$ cat src/rtl/req_priority_arbiter.sv
// req_priority_arbiter: 8-way arbiter with fixed-priority/round-robin selection and hold timeout.
module req_priority_arbiter #(
  parameter int N_REQ    = 8,
  parameter int MAX_HOLD = 16,
  parameter int CNT_W    = 5
) (
  input  logic                     clk,
  input  logic                     rst,
  input  logic [N_REQ-1:0]         req,
  input  logic                     rr_mode,
  output logic [N_REQ-1:0]         gnt,
  output logic [$clog2(N_REQ)-1:0] gnt_id,
  output logic                     gnt_valid,
  output logic                     timeout
);
  localparam int IW = $clog2(N_REQ);
  typedef enum logic {IDLE, GRANT} state_t;
  state_t state, state_n;
  logic [N_REQ-1:0] mask, mask_n, gnt_n, base, cand;
  logic [IW-1:0] last_id, last_n, id_n, win, idx;
  logic [CNT_W-1:0] cnt, cnt_n;
  logic valid_n, to_n, expire;
  always_comb begin
    base = req & ~mask;
    cand = (base == '0) ? req : base;
    win = '0;
    idx = '0;
    for (int i = N_REQ - 1; i >= 0; i--) if (cand[i]) win = IW'(i);
    // Search downward from the farthest offset so the nearest index after last_id wins.
    if (rr_mode) for (int k = N_REQ; k >= 1; k--) begin
      idx = last_id + IW'(k);
      if (cand[idx]) win = idx;
    end
    expire = (MAX_HOLD != 0) && (cnt == CNT_W'(MAX_HOLD - 1));
    state_n = state;
    gnt_n = gnt;
    id_n = gnt_id;
    valid_n = gnt_valid;
    to_n = 1'b0;
    mask_n = mask;
    last_n = last_id;
    cnt_n = cnt;
    if (state == IDLE) begin
      if (cand != '0) begin
        state_n = GRANT;
        gnt_n = {{(N_REQ-1){1'b0}}, 1'b1} << win;
        id_n = win;
        valid_n = 1'b1;
        last_n = win;
        cnt_n = '0;
        mask_n = '0;
      end
    end else begin
      cnt_n = cnt + 1'b1;
      if (!req[gnt_id] || expire) begin
        state_n = IDLE;
        gnt_n = '0;
        id_n = '0;
        valid_n = 1'b0;
        to_n = req[gnt_id];
        mask_n = req[gnt_id] ? gnt : mask;
      end
    end
  end
  always_ff @(posedge clk) begin
    if (rst) begin
      state <= IDLE;
      gnt <= '0;
      gnt_id <= '0;
      gnt_valid <= 1'b0;
      timeout <= 1'b0;
      mask <= '0;
      last_id <= IW'(N_REQ - 1);
      cnt <= '0;
    end else begin
      state <= state_n;
      gnt <= gnt_n;
      gnt_id <= id_n;
      gnt_valid <= valid_n;
      timeout <= to_n;
      mask <= mask_n;
      last_id <= last_n;
      cnt <= cnt_n;
    end
  end
endmodule
$ cat config.mk
export PLATFORM = sky130hd
export DESIGN_NAME = req_priority_arbiter
export DESIGN_NICKNAME = d
export VERILOG_FILES = /design/src/rtl/req_priority_arbiter.sv
export SDC_FILE = /design/constraint.sdc
export NUM_CORES = 1
export LEC_CHECK = 0
export ABC_AREA = 1
export BUFFER_PORTS_ARGS = -buffer_cell sky130_fd_sc_hd__buf_4
export CAP_MARGIN = 0
export CORE_ASPECT_RATIO = 2
export CORE_UTILIZATION = 40
export CTS_CLUSTER_DIAMETER = 200
export DETAILED_ROUTE_END_ITERATION = 10
export GPL_ROUTABILITY_DRIVEN = 0
export PLACE_DENSITY_LB_ADDON = 0.1
export SKIP_LAST_GASP = 1
export SYNTH_ARGS = -nofsm -noshare
export SYNTH_HDL_FRONTEND = slang
export SYNTH_SLANG_ARGS = --single-unit
$ cat constraint.sdc
create_clock -name clk -period 3.6 [get_ports clk]
set_input_delay 0.36 -clock clk [delete_from_list [all_inputs] [get_ports clk]]
set_output_delay 0.36 -clock clk [all_outputs]
set_load 0.1 [all_outputs]
==> results of run 1 <==
==> area by class of cell <==
class                           count  area (um^2)
Timing Repair Buffer               24          180
Fill cell                         569         2710
Tap cell                           58         72.6
Multi-Input combinational cell    265         1350
Clock buffer                        7         86.3
Clock inverter                      1         5.00
Sequential cell                    30          601
Inverter                           48          180
==> metrics by stage <==
stage          area [um^2]  hold WS, ns  std cells
3_5_place_dp          2380        0.454        425
4_1_cts               2470        0.443        433
3_3_place_gp          2380        0.444        425
5_1_grt               2470        0.472        433
2_1_floorplan         2160        0.428        350
6_report              2470        0.451        433
==> how the worst min path moves through the flow <==
stage	cells after the start	startpoint	end	slack (ns)
detailed placement	1	cnt[3]$_SDFFE_PP0P_	cnt[3]$_SDFFE_PP0P_	0.45
global route	2	rst	gnt[4]$_SDFFE_PP0P_	0.47
global placement	1	cnt[3]$_SDFFE_PP0P_	cnt[3]$_SDFFE_PP0P_	0.44
floorplan	1	cnt[3]$_SDFFE_PP0P_	cnt[3]$_SDFFE_PP0P_	0.43
finish	2	rst	gnt[4]$_SDFFE_PP0P_	0.45
CTS	2	rst	cnt[4]$_SDFFE_PP0P_	0.44
==> layer usage <==
layer / GRT usage, % / routed length [um]
met1: 21.8 / 2190
met2: 48.2 / 3710
met3: 2.45 / 146
met4: 13.9 / 255
met5: 0 / 0
==> state kept, by name, indices dropped and copies added, names as in the netlist <==
name	count
gnt	8
gnt_valid	1
cnt	5
last_id	3
gnt_id	3
timeout	1
state	1
mask	8
==> synthesized netlist by cell type, drive strengths merged <==
library cell | n | area (um^2)
nor3b | 1 | 7.51
o21ai | 11 | 62.6
a21boi | 1 | 18.8
ha | 4 | 50.1
nor2 | 17 | 91.3
xor2 | 2 | 17.5
buf | 4 | 20.0
nand3 | 44 | 225
inv | 47 | 176
and2 | 1 | 8.76
dfxtp | 30 | 601
mux2i | 3 | 30.0
o221ai | 1 | 8.76
and3 | 1 | 6.26
clkbuf | 3 | 11.3
clkinv | 1 | 3.75
nor3 | 2 | 21.3
o31ai | 9 | 67.6
a21oi | 29 | 156
nand4 | 5 | 31.3
a211oi | 1 | 7.51
xnor2 | 1 | 8.76
o22ai | 1 | 6.26
nand2 | 130 | 513
o21a | 1 | 7.51
==> power groups by stage <==
stage                     clock [W]  sequential [W]  combinational (W)
final                      0.000283        0.000440            0.00127
after global placement            0        0.000447            0.00126
after global routing       0.000297        0.000447            0.00141
after CTS                  0.000286        0.000439            0.00127
after floorplan                   0        0.000615           0.000817
after detailed placement          0        0.000446            0.00126
==> logic make-up after synthesis <==
family,count (synthesis)
adders and majority gates,4
DFF,30
and+or+nand+nor,201
buffers and inverters,55
muxes,3
AOI/OAI and AO/OA,54
xor gates and xnor gates,3
==> results_dict.tcl, run 1 <==
set metrics [dict create \
    synthAdderAreaFrac_pct 2.32 \
    tritoncts "done" \
    fin_nets 389 \
    post-route-util_pct 47.7 \
    cts_resized 0 \
    synth-seq-cells 30 \
    slew_headroom_pct 65.0 \
    synth-xor-area-share_pct 1.22 \
    die_h_um 106 \
    hpwl_um 5250 \
    grt_max_degree 28 \
    p_int_w 0.000891 \
    critPathTopFamily "simple AND/OR/NAND/NOR gates" \
    wl_per_cell_um 14.6 \
    maxCapViolCount 0 \
    clockRootBuffer "clkbuf_8" \
    cts.sinks 30 \
    max_freq_mhz 343 \
    syn_avg_cell_area_um2 6.17 \
    setup_viol 0 \
    die_w_um 53.9 \
    post_cts_buffers 0 \
    p_comb_share_pct 63.6 \
    clk_latency_ns 0.29 \
    switchingPower_w 0.00110 \
    worstPathCellList "inv_2 > ha_1 > inv_1 > nand2_1 > nand3_1 > nand2_1 > inv_1 > nand3_1 > nand2_1 > nand2_1 > nand2_1 > nand2_1 > nand2_1 > nand2_2 > a21boi_4 > nand4_1 > a21oi_1" \
    cp-end-kind "register" \
    ir_drop_v 0.000548 \
    grt_pass1_wl_um 10000 \
    final_max_slew_viol_count 0 \
    rrSetupSlack_ns 0.68 \
    synth.area.mux_share_pct 1.39 \
    drt_pass1_iterations 4 \
    synth_top_family_by_area "simple AND/OR/NAND/NOR gates" \
    first_global_vias 2178 \
    layout_commonest_cell "nand2_1" \
    seq_power_share_pct 22.1 \
    cp-start-kind "register" \
    portBuffers 23 \
    period_minus_slack_ns 2.92 \
    synth_cells 350 \
    num_antenna_cells 0 \
    antenna_left 0 \
    setup_ws_ns 0.684 \
    r2r-start "last_id[0]$_SDFFE_PP1P_" \
    h-tree-depth 2 \
    synth_cell_type_count 34 \
    pin_count 24 \
    cpMaxStageDelayCell "dfxtp_1" \
    crit_cells 17 \
    grtUsageTotal_pct 24.7 \
    worstHoldPathType "in -> reg" \
    synth_fp_nets 365 \
    dp_slack_ns 0.742 \
    hold_viol 0 \
    synth_compound_area_share_pct 15.5 \
    antenna_found_initial 0 \
    initial_core_util_pct 41.6 \
    crit_required_ns 3.83 \
    dieArea_um2 5710 \
    ys_seq_area_share_pct 27.8 \
    cp_common_cell "nand2_1" \
    yosys_warnings 0 \
    via_count 2288 \
    critical_path_class "reg -> reg" \
    rsz0062_at_grt "false" \
    clk_path_buf_depth 2 \
    finClkSkew_ns 0.00750 \
    worstMarginPinSlew_ns 0.524 \
    swShare_pct 55.2 \
    cp-startpoint "last_id[0]$_SDFFE_PP1P_" \
    grt-ovfl-total 0 \
    drt_iter0_drc 37 \
    power.density_nw_per_um2 805 \
    power.leakage_nw 1.19 \
    core_area_um2 5180 \
    vias_per_cell 5.28 \
    clk_pin_slew_ns 0.07 \
    slowest_delay_ns 0.65 \
    critPathArrivalTime_ns 3.14 \
    status "complete, no violations" \
    syn2layout_area_growth_pct 14.5 \
    cp.buffers_inverters 3 \
    period_share_pct 81.0 \
    tns_ns 0 \
    routed_wl_um 6300 \
    total_power_w 0.00199 \
    cts_hold_buf 0 \
    clkPwrFrac_pct 14.3 \
    r2r-end "gnt[2]$_SDFFE_PP0P_" \
    std_cell_rows 37 \
    synthesis.area_um2 2160 \
    crit_path_max_fanout 13 \
    drive_above_1_share_pct 15.7 \
    drc 0 \
    r2r_cells 17 \
    layout_common_cells "nand2_1, nand3_1, inv_1" \
    setup.worst_path.end "gnt[2]$_SDFFE_PP0P_" \
    synth_simple_gate_area_share_pct 41.9 \
    cts_made_buffers 5 \
]
Note: power is estimated with default switching activity, not from simulation.
==> run 2, diff against run 1 <==
clock period = 2.45 ns   (was 3.6 ns; I/O delays follow)
==> run 2 against run 1 <==
Net effect:
- setup slack worse by 0.86 ns
- register-to-register slack got worse by 0.86 ns
- largest cell class unchanged
- count of clock-buffer cells in the layout did not move
- maximum frequency grew 11%
- design area is 30% higher
- the flow now finishes with violations (setup timing)
- critical endpoint is now gnt[4]$_SDFFE_PP0P_
- hold slack lost 0.11 ns
==> results_dict.tcl, run 2 (same netlist as run 1, synthesis figures left out) <==
set metrics [dict create \
    initial_core_util_pct 41.6 \
    routed_wl_um 7290 \
    maxCapViolCount 0 \
    period_share_pct 107 \
    hold_ws_ns 0.343 \
    drive_above_1_share_pct 45.0 \
    rsz0062_at_grt "true" \
    vias_per_cell 5.30 \
    drt_iter0_drc 59 \
    dieArea_um2 5710 \
    grt_pass1_wl_um 10700 \
    hold_viol 0 \
    slew_headroom_pct 72.6 \
    pin_count 24 \
    violations "setup timing" \
    num_antenna_cells 0 \
    cp_common_cell "nand2_1" \
    final_max_slew_viol_count 0 \
    fin_area_um2 3220 \
    r2r-start "mask[4]$_SDFFE_PP0P_" \
    grt-ovfl-total 0 \
    tritoncts "done" \
    n_fill_cell 478 \
    dp_slack_ns -0.0362 \
    placed_area_um2 2620 \
    cp-start-kind "register" \
    hold_path_depth 2 \
    critPathArrivalTime_ns 2.84 \
    die_h_um 106 \
    syn2layout_area_growth_pct 49.4 \
    ir_drop_v 0.000572 \
    via_count 2553 \
    critical_path_class "reg -> reg" \
    slowest_delay_ns 0.32 \
    clk_latency_ns 0.28 \
    cts_made_buffers 5 \
    h-tree-depth 2 \
    layout_commonest_cell "nand2_1" \
    core_area_um2 5180 \
    multi_input_area_um2 1680 \
    regArea_um2 609 \
    r2r-end "gnt[4]$_SDFFE_PP0P_" \
    layout_common_cells "nand2_1, buf_4, nand2_2" \
    antenna_left 0 \
    antenna_found_initial 0 \
    cpMaxStageDelayCell "dfxtp_2" \
    cts.sinks 30 \
    clk_pin_slew_ns 0.07 \
    grtUsageTotal_pct 26.2 \
    largestRegisters "gnt x8, mask x8, cnt x5" \
    first_global_vias 2398 \
    setup_ws_ns -0.176 \
    clockRootBuffer "clkbuf_8" \
    setup_viol 18 \
    fin_nets 438 \
    die_w_um 53.9 \
    wl_per_cell_um 15.1 \
    worstMarginPinSlew_ns 0.408 \
    whs_endpoint "cnt[4]$_SDFFE_PP0P_" \
    cp-end-kind "register" \
    clk_path_buf_depth 2 \
    hpwl_um 5410 \
    rrSetupSlack_ns -0.18 \
    period_minus_slack_ns 2.63 \
    power.leakage_nw 1.51 \
    worstPathCellList "inv_2 > nand2_2 > nand2_2 > nor2_4 > buf_12 > nand3_4 > nand2_4 > o21ai_4 > mux2i_2 > nand2_1 > nand2_1 > inv_1 > nand2_1 > nand2_1 > nand2_1 > nand2_1 > nand2_1 > nand2_2 > a21oi_4 > nand4_1 > a21oi_1" \
    grt_max_degree 28 \
    drt_pass1_iterations 4 \
    drc 0 \
    hold_path_startpoint "rst" \
    crit_path_max_fanout 5 \
    power.density_nw_per_um2 1040 \
    worstHoldPathType "in -> reg" \
    status "finished with violations" \
    std_cell_rows 37 \
    crit_required_ns 2.66 \
    r2r_cells 21 \
    finClkSkew_ns 0.00528 \
    portBuffers 23 \
    max_freq_mhz 381 \
]
[run 2: area by class of cell]
type,instances,share of cell area [%]
repair buffers,73,18.2
inverters,48,5.59
well taps,58,2.25
multi-input cells,265,52.2
clock buffers,7,2.68
clock inverters,1,0.155
flip-flops and latches,30,18.9
[run 2: per-stage QoR]
stage	instances	util, %	total power, W	TNS, ns
floorplan	350	-	0.00211	0
global placement	455	50.5	0.00265	-0.00493
detailed placement	455	50.5	0.00266	-0.237
CTS	465	54.2	0.00311	-0.000943
global route	482	62.2	0.00359	-5.37
finish	482	62.2	0.00336	-1.58
[run 2: where the power goes]
group / total [W] / internal, W / leakage, nW / switching (W)
sequential: 0.000636 / 0.000557 / 0.248 / 0.0000795
combinational: 0.00230 / 0.000785 / 1.21 / 0.00152
clock: 0.000417 / 0.000226 / 0.0482 / 0.000190
total: 0.00336 / 0.00157 / 1.51 / 0.00179
[run 2: what timing repair did]
action                     4_1_cts  5_1_grt
setup endpoints to repair        9       23
hold buffers                     0        0
gates cloned                     0        0
gates resized for setup         27       78
pin swaps                        2       34
setup buffers                    2       17
[run 2: worst max-delay path, delay by kind of cell (launching register included)]
kind | cells | cell delay [ns]
simple gates | 14 | 1.32
compound gates | 3 | 0.41
flops | 1 | 0.32
buf+inv | 3 | 0.26
mux | 1 | 0.23
[run 2: worst max-delay path by stage]
stage / from / end / slack [ns] / cells past startpoint
after floorplan: gnt_id[2]$_SDFFE_PP0P_ / mask[0]$_SDFFE_PP0P_ / 0.06 / 10
after global placement: req[3] / gnt[7]$_SDFFE_PP0P_ / -0.004 / 24
after detailed placement: req[3] / gnt[6]$_SDFFE_PP0P_ / -0.04 / 24
after CTS: mask[1]$_SDFFE_PP0P_ / gnt[6]$_SDFFE_PP0P_ / -0.0009 / 20
after global routing: mask[4]$_SDFFE_PP0P_ / gnt[2]$_SDFFE_PP0P_ / -0.38 / 21
final: mask[4]$_SDFFE_PP0P_ / gnt[4]$_SDFFE_PP0P_ / -0.18 / 21
[run 2: per-layer routing]
| layer | share of wire [%] | vias to the layer above | global-route usage (%) |
|---|---|---|---|
| met3 | 2.1 | 21 | 2.74 |
| met5 | 0 | - | 0 |
| met2 | 57 | 59 | 49.4 |
| met4 | 4.7 | 0 | 16.7 |
| met1 | 36 | 1192 | 23.9 |
| li1 | - | 1281 | - |
==> run 3, diff against run 2 <==
ABC_AREA = default   (was 1)
==> run 3 against run 2 <==
Net effect:
- the flow still finishes with violations (setup timing)
- first-iteration DRC count grew to 4.7 times the previous value
- global-route usage rose by 11 points
- sequential cell count stayed put
- clock skew increased by 0.0031 ns
- utilization grew 8.6 points
- sequential share of layout area down 5.7 points
- sequential power up 3.6%
- non-clock buffer count grew 63
- wire length increased by 77%
- largest power group unchanged
==> results_dict.tcl, run 3 <==
set metrics [dict create \
    slew_headroom_pct 56.8 \
    die_h_um 119 \
    period_share_pct 126 \
    cts_hold_buf 0 \
    via_count 3553 \
    tritoncts "done" \
    drt_iter0_drc 280 \
    power.leakage_nw 1.86 \
    initial_core_util_pct 41.6 \
    hold_viol 0 \
    status "finished with violations" \
    critPathArrivalTime_ns 3.28 \
    max_freq_mhz 325 \
    drive_above_1_share_pct 57.7 \
    power.density_nw_per_um2 1020 \
    worstMarginPinSlew_ns 0.645 \
    worstHoldPathType "in -> reg" \
    yosys.area.top_type_share_pct 21.8 \
    synth-seq-cells 30 \
    grt-ovfl-total 0 \
    crit_required_ns 2.65 \
    async_reset_ff_share_pct 0 \
    largestRegisters "gnt x8, mask x8, cnt x5" \
    rsz0062_at_grt "true" \
    layout_common_cells "buf_4, nand2_1, nor2_1" \
    final_max_slew_viol_count 0 \
    cp-start-kind "register" \
    clk_latency_ns 0.27 \
    drc 0 \
    clockRootBuffer "clkbuf_16" \
    maxCapViolCount 0 \
    yosys_warnings 0 \
    syn2layout_area_growth_pct 70.4 \
    finClkSkew_ns 0.00835 \
    std_cell_rows 42 \
    grtUsageTotal_pct 37.2 \
    busiest_layer "met2" \
    clk_pin_slew_ns 0.05 \
    yosys_most_used_dff "dfxtp_1" \
    hpwl_um 8960 \
    critical_path_class "reg -> reg" \
    pin_count 24 \
    antenna_left 0 \
    dieArea_um2 7230 \
    grtUsageMet1_pct 39.4 \
    cp-end-kind "register" \
    violations "setup timing" \
    cts.sinks 30 \
    setup_ws_ns -0.626 \
    antenna_found_initial 0 \
    fin_nets 474 \
    synth_cells 332 \
    layout_commonest_cell "buf_4" \
    die_w_um 60.6 \
    post-route-util_pct 70.8 \
    setup_viol 23 \
    num_antenna_cells 0 \
    syn_avg_cell_area_um2 8.29 \
    grt_pass1_wl_um 19200 \
    portBuffers 23 \
    synth_cell_type_count 66 \
    ys_seq_area_share_pct 21.8 \
    routed_wl_um 12900 \
    synth.area.top_cells "dfxtp_1, mux4_2, nand2_1, nor2_1, o32ai_1" \
    crit_path_max_fanout 5 \
    cts_made_buffers 5 \
    synthesis.area_um2 2750 \
    vias_per_cell 6.50 \
    synth.most_common_cell "nand2_1" \
    first_global_vias 3413 \
    dp_slack_ns -0.758 \
    synth_fp_nets 347 \
    clk_path_buf_depth 2 \
    ir_drop_v 0.000920 \
    wl_per_cell_um 23.6 \
    h-tree-depth 2 \
    synth_common_cells "nand2_1, nor2_1, dfxtp_1" \
    grt_max_degree 20 \
    period_minus_slack_ns 3.08 \
    drt_pass1_iterations 6 \
    grtUsageMet3_pct 9.12 \
    core_area_um2 6620 \
    yosys.area.top_type "dfxtp_1" \
    synth-edff-count 0 \
    met2_usage_pct 59.5 \
]
[run 3: cell count changes after synthesis, sizes merged, moves of 9 or more]
cell / before / now
inv: 47 / 12
mux4: 0 / 13
a21oi: 29 / 8
o32ai: 0 / 11
o21a: 1 / 10
nand3: 44 / 3
nand2: 130 / 51
nor2: 17 / 33
[run 3: power breakdown]
group	switching (W)	internal [W]
combinational	0.00203	0.00151
sequential	0.0000983	0.000560
clock	0.000199	0.000370
[run 3: final timing paths]
kind	start	end	depth (start not counted)	slack [ns]
max	mask[3]$_SDFFE_PP0P_	gnt_id[0]$_SDFFE_PP0P_	12	-0.63
min	rst	gnt_id[0]$_SDFFE_PP0P_	2	0.27
max reg2reg	mask[3]$_SDFFE_PP0P_	gnt_id[0]$_SDFFE_PP0P_	12	-0.63
min reg2reg	gnt_valid$_SDFFE_PP0P_	gnt_valid$_SDFFE_PP0P_	2	0.50
[run 3: kinds of logic (layout without fill, tap and decap cells)]
kind of cell	Yosys count	in the layout	share of synthesized area (%)
xor+xnor	6	6	1.91
buf+inv	31	156	4.91
simple gates	119	119	19.6
flops	30	30	21.8
compound gates	118	120	35.2
fa+ha+maj	4	4	1.82
mux	24	24	14.8
[run 3: stage by stage]
stage	TNS [ns]	total power, W	std cells	hold slack (ns)	area, um^2
after floorplan	-5.92	0.00254	332	0.479	2930
final	-8.69	0.00477	547	0.272	4690
after global placement	-11.30	0.00342	523	0.482	3810
after CTS	-6.53	0.00436	538	0.285	4340
after detailed placement	-12.41	0.00344	523	0.488	3810
after global routing	-12.09	0.00498	547	0.273	4690
[run 3: what timing repair did]
item / in CTS / in global routing
gates resized for setup: 70 / 43
buffers inserted: 7 / 11
endpoints found under the setup margin: 28 / 27
pin swaps: 20 / 27
gates cloned: 2 / 0
endpoints found under the hold margin: 0 / 0
[run 3: final cells by class]
cell class	count	area, um^2
fillers	519	1930
multi-input cells	273	2690
flip-flops and latches	30	619
well taps	88	110
inverters	13	52.6
repair buffers	136	1080
clock buffers	7	133
[run 3: worst max-delay path, cell delays in order (launching register included)]
cell       delay, ns
dfxtp_2         0.32
nand2b_4        0.14
o2111ai_4       0.20
buf_6           0.19
buf_12          0.12
o21a_4          0.25
o32ai_1         0.30
mux4_2          0.36
nor2_1          0.09
o311a_1         0.29
a31o_1          0.23
or3b_4          0.40
a21oi_2         0.13
[run 3: layer usage]
| layer | share of wire (%) | vias up |
|---|---|---|
| met2 | 50 | 208 |
| met4 | 10 | 0 |
| met5 | 0 | - |
| li1 | - | 1553 |
| met1 | 32 | 1703 |
| met3 | 7.6 | 89 |
